**src/rtl/shift_register_4.sv**
```systemverilog
// ---------------------------------------------------------------------------
// shift_register_4
//   4-bit universal shift register: serial shift (either direction), rotate,
//   parallel load and hold, selected by a 2-bit mode code. Both outputs are
//   registered; nothing passes combinationally from inputs to outputs.
//
// Ports
//   CLK      in   1  clock, all state changes on the rising edge
//   RESET_N  in   1  synchronous active-low reset (highest priority)
//   ENB      in   1  enable; 0 freezes Q and S_OUT
//   DIR      in   1  0 = shift/rotate toward Q[3], 1 = toward Q[0]
//   S_IN     in   1  serial fill bit for shift mode
//   MODO     in   2  00 shift, 01 rotate, 10 load, 11 hold
//   D        in   4  parallel load data
//   Q        out  4  register contents
//   S_OUT    out  1  bit shifted out on the last enabled shift edge
//
// Build option
//   SHIFT_REG_ROTATE_EN  defined: MODO=01 rotates.
//                        undefined: MODO=01 acts as hold and the rotate
//                        mux is not built.
// ---------------------------------------------------------------------------
module shift_register_4 (
    input  logic       CLK,
    input  logic       RESET_N,
    input  logic       ENB,
    input  logic       DIR,
    input  logic       S_IN,
    input  logic [1:0] MODO,
    input  logic [3:0] D,
    output logic [3:0] Q,
    output logic       S_OUT
);

    typedef enum logic [1:0] {
        MODE_SHIFT  = 2'b00,
        MODE_ROTATE = 2'b01,
        MODE_LOAD   = 2'b10,
        MODE_HOLD   = 2'b11
    } mode_e;

    logic [3:0] q_q, q_d;
    logic       s_out_q, s_out_d;

    // Next-state selection. Disabled cycles keep both registers; every
    // enabled non-shift cycle clears S_OUT. Unknown mode codes land in the
    // default arm, which is the hold behaviour.
    always_comb begin
        q_d     = q_q;
        s_out_d = s_out_q;
        if (ENB) begin
            s_out_d = 1'b0;
            case (MODO)
                MODE_SHIFT: begin
                    if (DIR) begin
                        q_d     = {S_IN, q_q[3:1]};
                        s_out_d = q_q[0];
                    end else begin
                        q_d     = {q_q[2:0], S_IN};
                        s_out_d = q_q[3];
                    end
                end
`ifdef SHIFT_REG_ROTATE_EN
                MODE_ROTATE: begin
                    q_d = DIR ? {q_q[0], q_q[3:1]} : {q_q[2:0], q_q[3]};
                end
`endif
                MODE_LOAD: begin
                    q_d = D;
                end
                default: begin
                    q_d = q_q;
                end
            endcase
        end
    end

    // Reset is checked ahead of ENB so a disabled register still clears.
    always_ff @(posedge CLK) begin
        if (!RESET_N) begin
            q_q     <= 4'b0000;
            s_out_q <= 1'b0;
        end else begin
            q_q     <= q_d;
            s_out_q <= s_out_d;
        end
    end

    assign Q     = q_q;
    assign S_OUT = s_out_q;

endmodule

```
**config.mk**
```make
export PLATFORM = sky130hd
export DESIGN_NAME = shift_register_4
export DESIGN_NICKNAME = d
export VERILOG_FILES = /design/src/rtl/shift_register_4.sv
export SDC_FILE = /design/constraint.sdc
export NUM_CORES = 1
export LEC_CHECK = 0
export BUFFER_PORTS_ARGS = -buffer_cell sky130_fd_sc_hd__buf_4
export CORE_AREA = 2 2 39 41
export DETAILED_ROUTE_END_ITERATION = 6
export DIE_AREA = 0 0 41 43
export PLACE_DENSITY_LB_ADDON = 0.1
export REMOVE_ABC_BUFFERS = 1
export SLEW_MARGIN = 5
export SYNTH_ARGS = -nofsm -noshare
export SYNTH_HDL_FRONTEND = slang
export SYNTH_SLANG_ARGS = --single-unit
```
**constraint.sdc**
```tcl
create_clock -name CLK -period 1 [get_ports CLK]
set_input_delay 0.25 -clock CLK [delete_from_list [all_inputs] [get_ports CLK]]
set_output_delay 0.25 -clock CLK [all_outputs]
set_load 0.02 [all_outputs]
```
==> impl_metrics.toml <==
[status]
outcome = "finished with violations"
violations = "setup timing"

[clocking]
cts_sinks = 5
numCtsBuffers = 3
cts_root_buf = "clkbuf_4"
holdBufCountCts = 0
cts_tree = "yes"
clock_path_buffers = 2
cts_max_level = 1
clk_latency_ns = 0.24
path_clk_slew_ns = 0.05

[critical_path]
crit_family = "flip-flops"
r2r_end = "Q[3]$_SDFFE_PN0P_"
crit_type = "reg2out"
worst_path_most_repeated_cell = "buf_6"
crit_chain = "buf_6 -> buf_6"
crit_required_ns = 0.75
worstPathArrival_ns = 0.79
rr_startpoint = "Q[2]$_SDFFE_PN0P_"
critPathMaxStageDelay_ns = 0.33
rrSetupSlack_ns = -0.03
worst-path-max-fanout = 3
startpoint_type = "flip-flop"
rr_worst_depth = 4
path_buf_inv = 2
end_kind = "output port"
slowest_stage = "dfxtp_2"

[route]
routed_wl_um = 933
first_pass_iters = 3
post_drt_wl_per_cell_um = 12.8
drt_iter0_markers = 3
ant_nets = 0
via_per_inst = 4.58
dr_total_vias = 334
drcViolationCount = 0

[power]
p_int_uw = 448
clkPwrFrac_pct = 38.8
pwr-share-comb_pct = 24.0
swShare_pct = 23.7
leakagePower_nw = 0.247
powerDensity_nw_per_um2 = 1090
seq_power_share_pct = 37.2
peakVddDrop_uv = 467
p_switching_uw = 139

[logic_synthesis]
ys_seq_elements = 5
ys_types = 12
yosysWarnings = 0
synth_edf_count = 0
netlist_instances = 31
async_flop_share_pct = 0
avgSynthCellArea_um2 = 9.44
ys_seq_area_share_pct = 34.2
yosys.area.top_type_share_pct = 34.2
synth_top_area_cell = "dfxtp_1"
synth_area_leaders = "dfxtp_1 (34%), mux2_2 (15%), a21boi_1 (10%)"
syn_area_um2 = 293
synth_most_common_cell = "dfxtp_1"
synth_top_flop_cell = "dfxtp_1"

[global_routing]
grt_pass1_wl_um = 1430
grt_pass1_vias = 331
grt_max_degree = 10
grt_antenna_before_repair = 0
gr-total-overflow = 0
grt_usage_pct = 12.7

[die]
fp.coreArea_um2 = 1380
num_rows = 14
io-pin-count = 16
die-area_um2 = 1760
start_util_pct = 21.2
die_h_um = 43
die_w_um = 41

[timing]
worst-slew-pin-transition_ns = 0.195
setup_viol = 3
slew_headroom_pct = 87.0
fin_crit_sh_pct = 104
setup_tns_ns = -0.112
setup_slack_ns = -0.0436
clock_skew_ns = 0.00748
finalHoldViolations = 0
worst_hold_slack_ns = 0.263
rsz0062_at_grt = "yes"
fmax_mhz = 958
slew_viol_final = 0
min_period_ns = 1.04

[layout]
antenna_cells = 0
fin_nets = 69
drive_above_1_share_pct = 57.9
area_delta_synth_final_pct = 84.2

[place]
dp_hpwl_um = 716
gp_congestion = 0.620
port_buffers = 15

[min_path]
whs_path_depth = 2
hold_class = "in2reg"
hold_end = "S_OUT$_SDFFE_PN0P_"
min_from = "RESET_N"

[run]
max-cap-violations = 0
==> through the flow <==
step	util (%)	instances	total power, mW	cell area [um^2]	setup WS [ns]
after CTS	36.8	71	0.589	509	-0.0494
after global routing	39.0	73	0.625	539	-0.0870
final	39.0	73	0.587	539	-0.0436
after detailed placement	32.9	66	0.341	455	-0.0775
after floorplan	-	31	0.267	293	0.0163
after global placement	32.9	66	0.337	455	-0.0830
==> sequential cells by signal, summed over array words and instances, names as in the netlist <==
register  count
S_OUT         1
Q             4
==> worst max path at each step <==
stage / startpoint / slack (ns) / depth (start not counted) / end
final: Q[2]$_SDFFE_PN0P_ / -0.04 / 2 / Q[2]
after global routing: Q[2]$_SDFFE_PN0P_ / -0.09 / 4 / Q[3]$_SDFFE_PN0P_
after CTS: Q[1]$_SDFFE_PN0P_ / -0.05 / 2 / Q[1]
after detailed placement: DIR / -0.08 / 4 / Q[2]$_SDFFE_PN0P_
after global placement: DIR / -0.08 / 4 / Q[0]$_SDFFE_PN0P_
after floorplan: Q[3]$_SDFFE_PN0P_ / 0.02 / 3 / Q[2]$_SDFFE_PN0P_
==> final cells by class <==
cell class              instances  area, um^2
clock buffers                   4        26.3
fillers                       153         845
inverters                       1        3.75
multi-input cells              25         196
flip-flops and latches          5         105
well taps                      16        20.0
repair buffers                 22         188
==> what timing repair did <==
action,in CTS,in global routing
setup endpoints to repair,4,6
endpoints found under the hold margin,0,0
buffers inserted,1,2
resized for setup,8,4
pin swaps,0,4
==> cell families after synthesis <==
kind of cell           count (synthesis)  share of synthesized area (%)
flip-flops                             5                           34.2
AO/OA/AOI/OAI                          9                           23.5
multiplexers                           5                           18.8
buffers and inverters                  1                           1.28
AND/OR/NAND/NOR                       11                           22.2
==> cells in the final DEF (no fill, tap or decap), drive strengths merged <==
master and instances:
o32ai 1, dfxtp 5, nand2b 1, a21boi 4
clkbuf 4, mux2 4, or2b 4, and2 1
o211ai 4, and2b 1, mux2i 1, inv 1
buf 22, nand2 4
==> worst register-to-register path, delay by kind of cell, from the launching register on <==
family | cells | cell delay, ns
DFF | 1 | 0.33
muxes | 1 | 0.25
AOI/OAI and AO/OA | 2 | 0.23
buffers and inverters | 1 | 0.11
==> power by group through the flow <==
| stage | sequential, mW | combinational, mW | clock, mW |
|---|---|---|---|
| 5_1_grt | 0.219 | 0.153 | 0.253 |
| 2_1_floorplan | 0.228 | 0.0396 | 0 |
| 4_1_cts | 0.218 | 0.130 | 0.241 |
| 6_report | 0.218 | 0.141 | 0.228 |
| 3_5_place_dp | 0.219 | 0.121 | 0 |
| 3_3_place_gp | 0.219 | 0.119 | 0 |
==> routing by layer <==
| metal | up-vias | track usage [%] | routed length (um) |
|---|---|---|---|
| li1 | 166 | - | - |
| met1 | 153 | 14.6 | 399 |
| met2 | 13 | 18.8 | 439 |
| met3 | 2 | 3.14 | 81 |
| met4 | 0 | 10.0 | 12 |
| met5 | - | 0 | 0 |
No activity file was read; power rests on OpenSTA's default activity.
